[config.mk]
export PLATFORM = sky130hd
export DESIGN_NAME = vram_arbiter
export DESIGN_NICKNAME = d
export VERILOG_FILES = /design/src/rtl/vram_arbiter.sv
export SDC_FILE = /design/constraint.sdc
export NUM_CORES = 1
export LEC_CHECK = 0
export ABC_AREA = 1
export BUFFER_PORTS_ARGS = -buffer_cell sky130_fd_sc_hd__buf_2
export CORE_ASPECT_RATIO = 1.25
export CORE_MARGIN = 5
export CORE_UTILIZATION = 50
export CTS_CLUSTER_SIZE = 10
export DETAILED_ROUTE_END_ITERATION = 10
export PLACE_DENSITY = 0.86
export RECOVER_POWER = 50
export SLEW_MARGIN = 30
export SYNTH_ARGS = -nofsm -noshare
export SYNTH_HDL_FRONTEND = slang
export SYNTH_SLANG_ARGS = --single-unit
[constraint.sdc]
create_clock -name clock -period 2.2 [get_ports clock]
set_input_delay 0.11 -clock clock [delete_from_list [all_inputs] [get_ports clock]]
set_output_delay 0.11 -clock clock [all_outputs]
set_load 0.01 [all_outputs]
[src/rtl/vram_arbiter.sv]
// vram_arbiter: shares a dual-port VRAM between video fetch and the CPU.
// Port 1 carries arbitrated reads through a three-stage pipeline
// (issue, RAM, return). Port 2 carries CPU writes through a registered
// write stage. A write accepted at the same edge as a read to the same
// address is forwarded into that read's return data. Video has read
// priority; a starvation counter forces a pending CPU read through
// after MAXWAIT refused edges.
module vram_arbiter #(
    parameter int unsigned AW      = 14,
    parameter int unsigned DW      = 8,
    parameter int unsigned MAXWAIT = 4
) (
    input  logic          clock,
    input  logic          reset,

    // Request/grant handshake: a requester holds req (and its address)
    // high; the read is accepted on the rising edge where req && gnt are
    // both high. gnt is combinational from the requests and the starvation
    // counter. Each accepted read produces exactly one one-cycle valid
    // pulse with its data three edges later, in accept order.
    input  logic          vid_req,
    input  logic [AW-1:0] vid_a,
    output logic          vid_gnt,
    output logic          vid_valid,
    output logic [DW-1:0] vid_q,

    input  logic          cpu_rd,
    input  logic          cpu_wr,
    input  logic [AW-1:0] cpu_a,
    input  logic [DW-1:0] cpu_d,
    output logic          cpu_gnt,
    output logic          cpu_valid,
    output logic [DW-1:0] cpu_q,

    output logic          ram_ce1,
    output logic [AW-1:0] ram_a1,
    input  logic [DW-1:0] ram_q1,

    output logic          ram_ce2,
    output logic          ram_we2,
    output logic [AW-1:0] ram_a2,
    output logic [DW-1:0] ram_d2
);

    localparam logic [3:0] MAXW = 4'(MAXWAIT);

    logic [3:0]    wait_cnt;
    logic          force_cpu;
    logic          rd_acc;
    logic [AW-1:0] rd_addr;
    logic          rd_fwd;

    // Issue-stage side information travelling alongside ram_ce1/ram_a1
    logic          iss_cpu;
    logic          iss_fwd;
    logic [DW-1:0] iss_fd;

    // RAM-stage side information, aligned with ram_q1
    logic          mem_v;
    logic          mem_cpu;
    logic          mem_fwd;
    logic [DW-1:0] mem_fd;
    logic [DW-1:0] ret_d;

    // Arbitration: video wins unless the CPU has been refused MAXWAIT times
    always_comb begin
        force_cpu = (wait_cnt == MAXW);
        vid_gnt   = vid_req && !force_cpu;
        cpu_gnt   = cpu_rd && !vid_gnt;
        rd_acc    = vid_gnt || cpu_gnt;
        rd_addr   = cpu_gnt ? cpu_a : vid_a;
        // A same-edge write reaches the RAM together with the read, which
        // then sees the old contents; remember to substitute the write data.
        rd_fwd    = cpu_wr && (cpu_a == rd_addr);
        ret_d     = mem_fwd ? mem_fd : ram_q1;
    end

    // Starvation counter: counts consecutive refused CPU read edges
    always_ff @(posedge clock) begin
        if (reset) begin
            wait_cnt <= '0;
        end else if (cpu_gnt || !cpu_rd) begin
            wait_cnt <= '0;
        end else if (wait_cnt != MAXW) begin
            wait_cnt <= wait_cnt + 4'd1;
        end
    end

    // Issue stage: present the accepted read to RAM port 1
    always_ff @(posedge clock) begin
        if (reset) begin
            ram_ce1 <= 1'b0;
            ram_a1  <= '0;
            iss_cpu <= 1'b0;
            iss_fwd <= 1'b0;
            iss_fd  <= '0;
        end else begin
            ram_ce1 <= rd_acc;
            iss_cpu <= cpu_gnt;
            iss_fwd <= rd_acc && rd_fwd;
            if (rd_acc) begin
                ram_a1 <= rd_addr;
                iss_fd <= cpu_d;
            end
        end
    end

    // RAM stage: track the read while the RAM produces ram_q1
    always_ff @(posedge clock) begin
        if (reset) begin
            mem_v   <= 1'b0;
            mem_cpu <= 1'b0;
            mem_fwd <= 1'b0;
            mem_fd  <= '0;
        end else begin
            mem_v   <= ram_ce1;
            mem_cpu <= iss_cpu;
            mem_fwd <= iss_fwd;
            mem_fd  <= iss_fd;
        end
    end

    // Return stage: steer data to its owner and pulse the matching valid
    always_ff @(posedge clock) begin
        if (reset) begin
            vid_valid <= 1'b0;
            cpu_valid <= 1'b0;
            vid_q     <= '0;
            cpu_q     <= '0;
        end else begin
            vid_valid <= mem_v && !mem_cpu;
            cpu_valid <= mem_v && mem_cpu;
            if (mem_v && !mem_cpu) begin
                vid_q <= ret_d;
            end
            if (mem_v && mem_cpu) begin
                cpu_q <= ret_d;
            end
        end
    end

    // Write stage: every CPU write is staged onto port 2 for one cycle
    always_ff @(posedge clock) begin
        if (reset) begin
            ram_ce2 <= 1'b0;
            ram_we2 <= 1'b1;
            ram_a2  <= '0;
            ram_d2  <= '0;
        end else begin
            ram_ce2 <= cpu_wr;
            ram_we2 <= !cpu_wr;
            if (cpu_wr) begin
                ram_a2 <= cpu_a;
                ram_d2 <= cpu_d;
            end
        end
    end

endmodule

==> impl_metrics.toml, run 1 <==
[timing]
skew_ns = 0.0113
setup_violations = 0
fin_crit_ns = 1.82
relSlewSlack = 0.403
max_freq_ghz = 0.550
timing_hold_violations_final = 0
rsz0062_at_grt = "no"
fin_setup_tns_ns = 0
slew_violations = 0
timing.final.crit_share = 0.826
worstMarginPinSlew_ns = 0.892

[floorplanning]
die_area_um2 = 8270
die_y_um = 100
die_w_um = 82.3
ioPinCount = 108
rows = 33
coreArea_um2 = 6480
start_util = 0.505

[worst_setup_path]
cp_max_fo = 57
cp.arrival_ns = 1.71
path_cells = "inv_1 -> ha_1 -> nand3_2 -> nand2_2 -> nand2_2 -> buf_12 -> inv_1 -> buf_2"
slowest_stage = "dfxtp_1"
endpoint_kind = "primary output"
slowest_delay_ns = 0.38
start_kind = "register"
path_class = "register to primary output"
cp_data_required_time_ns = 2.09

[worst_hold_path]
min_path_type = "primary input to register"

[cts]
cts.repair.resized = 0
cts_made_buffers = 9
htree_levels = 3
cts_buffer_depth = 2
postCtsSetupBuffers = 0
clk-insertion-delay-late_ns = 0.34
clk_pin_slew_worst_paths_ns = 0.08
clock-sinks = 82
root_buffer = "clkbuf_8"
cts_tree = "built"
ctsHoldBuffers = 0

[logic_synthesis]
syn_area_um2 = 3270
yosysWarnings = 0
synth_top_family_by_area = "compound AO/OA/AOI/OAI gates"
yosysTopAreaCellShare = 0.502
synth.top_cells.by_area = "dfxtp_1, o21ai_0, inv_1, nand3_1, a21oi_1"
synth_compound_area_frac = 0.174
ys_types = 24
seq_area_frac_synth = 0.502
synthMuxAreaShare = 0.0245
synthSimpleGateAreaFrac = 0.173
syn-instance-count = 415
synth-seq-cells = 82
yosys.area.top_type = "dfxtp_1"
syn_area_per_cell_um2 = 7.88
synthAdderAreaFrac = 0.00765
synth_xor_area_frac = 0.00536
synth.net_count = 466

[drt]
wirelength_um = 8170
vias_per_cell = 5.03
drc = 0
wire_per_inst_um = 13.4
drtIter0Drc = 256
ant_nets = 0
vias = 3056
firstDrtPassIters = 4

[final_layout]
n_antenna_cell = 0
design_area_um2 = 4010
area_growth_pct = 22.6
final_common_cell = "dfxtp_1"
num-fill-cells = 580
layout-drive-gt1-share = 0.150
layout_common_cells = "dfxtp_1, inv_1, o21ai_0, clkbuf_1, buf_2"
final_nets = 567

[power]
ir_drop_v = 0.000408
pwr_density_cell_nw_per_um2 = 778
power.total_mw = 3.12
p_leak_nw = 1.91

[placed_design]
place_hpwl_um = 5850
gp_congestion = 0.821
port_buffers = 107
dpl-instance-area_um2 = 3870

[run_status]
run_status = "finished clean"

[global_route]
grt-ovfl-total = 0
grt_pass1_wl_um = 12900
grt_max_degree = 58
antenna_found_initial = 0
grt_pass1_vias = 2881
grtUsageTotal = 0.201

[flow_run]
max-cap-violations = 0
## critical path, delay by kind of cell, from the launching register on
family,cells,cell delay (ns)
buffers and inverters,4,0.49
flip-flops,1,0.38
AND/OR/NAND/NOR,3,0.25
adder cells (fa/ha/maj),1,0.22
## report_power, final
group	total, mW	switching (mW)	leakage (nW)	internal, mW
clock network	1.13	0.544	0.102	0.590
registers	1.61	0.0408	0.676	1.57
logic	0.374	0.233	1.13	0.141
total	3.12	0.818	1.91	2.30
## flip-flops by register name, indices dropped and copies added (netlist names), 4 cells and up
name      flops
ram_a1       14
ram_a2       14
cpu_q         8
iss_fd        8
mem_fd        8
ram_d2        8
vid_q         8
wait_cnt      4
## final cells by class
cell class / count / area [µm²] / area share
clock inverter: 5 / 62.6 / 0.0156
multi-input combinational: 240 / 1260 / 0.314
tap: 87 / 109 / 0.0271
timing repair buffer: 113 / 523 / 0.130
clock buffer: 11 / 151 / 0.0378
inverter: 70 / 263 / 0.0655
sequential: 82 / 1640 / 0.409
## path summary, 6_finish.rpt
check	start	endpoint	slack, ns	cells after the start
max	wait_cnt[0]$_SDFFE_PP0N_	cpu_gnt	0.38	8
min reg2reg	iss_cpu$_SDFF_PP0_	mem_cpu$_SDFF_PP0_	0.41	2
max reg2reg	wait_cnt[0]$_SDFFE_PP0N_	iss_fwd$_SDFF_PP0_	0.47	12
min	cpu_d[5]	iss_fd[5]$_SDFFE_PP0P_	0.03	3
## Yosys cell counts (all sizes together)
cell type / n
inv: 68
nor3: 3
a21oi: 26
nand2: 33
nand4: 3
ha: 2
xor2: 1
clkbuf: 15
xnor2: 1
buf: 8
dfxtp: 82
nor2: 30
clkinv: 2
nand3b: 7
nand3: 45
o21ai: 67
o21bai: 14
mux2i: 8
## logic make-up (layout without fill, tap and decap cells)
logic type               count (synthesis)  after routing
AND/OR/NAND/NOR                        121            121
flip-flops                              82             82
multiplexers                             8              8
AO/OA/AOI/OAI                          107            107
buffers and inverters                   93            199
XOR/XNOR                                 2              2
adder cells (fa/ha/maj)                  2              2
## per-stage QoR
| step | hold WS, ns | cells | setup slack (ns) | util |
|---|---|---|---|---|
| 2_1_floorplan | 0.254 | 415 | 0.674 | - |
| 3_3_place_gp | 0.370 | 592 | 0.567 | 0.596 |
| 3_5_place_dp | 0.376 | 592 | 0.490 | 0.596 |
| 4_1_cts | 0.0132 | 608 | 0.381 | 0.629 |
| 5_1_grt | 0.0209 | 608 | 0.246 | 0.619 |
| 6_report | 0.0255 | 608 | 0.382 | 0.619 |
## layer usage
metal	up-vias	track usage	part of all wire
met5	-	0	0
met4	0	0.0716	0.017
met3	12	0.0619	0.079
met2	110	0.333	0.48
met1	1388	0.242	0.42
li1	1546	-	-
Note: power is estimated with default switching activity, not from simulation.
==> inputs of run 2 (changes only) <==
Settings changed: ABC_AREA 1 to 0, PLACE_DENSITY 0.86 to 0.87.
Clock period 2.2 ns to 1.79 ns, I/O delays scaled along.
==> impl_metrics.toml, run 2 <==
[worst_setup_path]
cp.arrival_ns = 1.60
cp_max_fo = 16
endpoint_kind = "primary output"
startpoint = "wait_cnt[0]$_SDFFE_PP0N_"
start_kind = "register"
ff2ff_setup_slack_ns = 0.26
path_class = "register to primary output"
r2r-start = "wait_cnt[0]$_SDFFE_PP0N_"
cp_data_required_time_ns = 1.70

[timing]
fin_crit_ns = 1.69
worstMarginPinSlew_ns = 0.665
setup_violations = 0
timing.final.crit_share = 0.942
max_freq_ghz = 0.593
setup_slack_ns = 0.103
relSlewSlack = 0.557
skew_ns = 0.00733
rsz0062_at_grt = "no"
slew_violations = 0
timing_hold_violations_final = 0
fin_setup_tns_ns = 0

[drt]
wire_per_inst_um = 14.2
ant_nets = 0
drtIter0Drc = 99
vias = 2441
drc = 0
wirelength_um = 7110
firstDrtPassIters = 4
vias_per_cell = 4.87

[cts]
postCtsSetupBuffers = 0
htree_levels = 3
clock-sinks = 82
clk-insertion-delay-late_ns = 0.35
root_buffer = "clkbuf_8"
cts_tree = "built"
cts_buffer_depth = 2
cts_made_buffers = 9
clk_pin_slew_worst_paths_ns = 0.08

[logic_synthesis]
synth.top_cells.by_area = "dfxtp_1, mux2i_1, nor2_1, a211oi_1, xor2_1"
async_reset_ff_frac = 0
synth_flop_cell = "dfxtp_1"
yosysMostFrequentCell = "dfxtp_1"
synth.net_count = 357
seq_area_frac_synth = 0.517
yosysTopAreaCellShare = 0.517
synth-seq-cells = 82
synth-edff-count = 0
yosysWarnings = 0
netlist_top_cells_count = "dfxtp_1, nor2_1, mux2i_1"
syn_area_per_cell_um2 = 10.4
syn-instance-count = 306
ys_types = 27
syn_area_um2 = 3180
yosys.area.top_type = "dfxtp_1"

[placed_design]
place_ws_ns = 0.308
place_hpwl_um = 5080
gp_congestion = 0.792
dpl-instance-area_um2 = 3730
port_buffers = 107

[global_route]
antenna_found_initial = 0
grt_pass1_vias = 2521
grt_pass1_wl_um = 11300
grtUsageTotal = 0.179
grt_max_degree = 77
grt-ovfl-total = 0

[final_layout]
n_antenna_cell = 0
reg_top3 = "ram_a1 (14), ram_a2 (14)"
design_area_um2 = 3930
layout_common_cells = "dfxtp_1, buf_2, nor2_1, mux2i_1, clkbuf_1"
layout-drive-gt1-share = 0.236
area_growth_pct = 23.6
final_nets = 462
final_common_cell = "dfxtp_1"

[floorplanning]
ioPinCount = 108
die_area_um2 = 8060
coreArea_um2 = 6170
start_util = 0.515
die_w_um = 81.3
rows = 32
die_y_um = 99.1

[run_status]
run_status = "finished clean"

[power]
pwr_density_cell_nw_per_um2 = 959
ir_drop_v = 0.000569
p_leak_nw = 1.73
power.total_mw = 3.77

[flow_run]
max-cap-violations = 0

[worst_hold_path]
min_path_type = "primary input to register"
min_from = "cpu_d[0]"
-- run 2: path summary, 6_finish.rpt --
path / to / cells past startpoint
max reg2reg: iss_fd[1]$_SDFFE_PP0P_ / 7
min reg2reg: wait_cnt[0]$_SDFFE_PP0N_ / 1
max: cpu_gnt / 6
min: iss_fd[0]$_SDFFE_PP0P_ / 3
-- run 2: kinds of logic (layout without fill, tap and decap cells) --
family / Yosys count / in the layout / share of synthesized area
simple gates: 95 / 96 / 0.143
flops: 82 / 82 / 0.517
mux: 52 / 52 / 0.164
compound gates: 33 / 33 / 0.0768
buf+inv: 27 / 136 / 0.0500
xor+xnor: 15 / 15 / 0.0414
fa+ha+maj: 2 / 2 / 0.00788
-- run 2: what timing repair did --
item,4_1_cts,5_1_grt
cloned,0,1
hold buffers,3,0
endpoints found under the hold margin,4,0
resized for setup,1,1
pin swaps,0,1
endpoints found under the setup margin,1,1
-- run 2: report_power, final --
part	switching, mW	internal [mW]	leakage [nW]
Sequential	0.0469	1.92	0.676
Combinational	0.255	0.201	0.947
Clock	0.684	0.659	0.105
Total	0.986	2.78	1.73
-- run 2: metrics by stage --
step                      instances  hold slack (ns)   util
after floorplan                 306            0.222      -
after global placement          481            0.340  0.605
after detailed placement        481            0.353  0.605
after CTS                       500          0.00225  0.643
after global routing            501          0.00256  0.637
final                           501           0.0151  0.637
-- run 2: metal layers --
layer  global-route usage  part of all wire  vias up
li1                     -                 -     1253
met1                0.205              0.41     1107
met2                0.306              0.52       68
met3               0.0489             0.055       13
met4               0.0780             0.022        0
met5                    0                 0        -
-- run 2: layout make-up --
class	count	area, µm²
sequential	82	1640
inverter	5	18.8
multi-input combinational	198	1390
clock inverter	7	75.1
fill	552	2240
timing repair buffer	115	568
clock buffer	9	124
tap	85	106
-- run 2: worst max-delay path, cell delays in order, from the launching register on --
cell	delay (ns)
dfxtp_2	0.36
inv_1	0.05
ha_1	0.24
nand3b_4	0.15
nand2_8	0.11
and2_1	0.19
buf_2	0.14
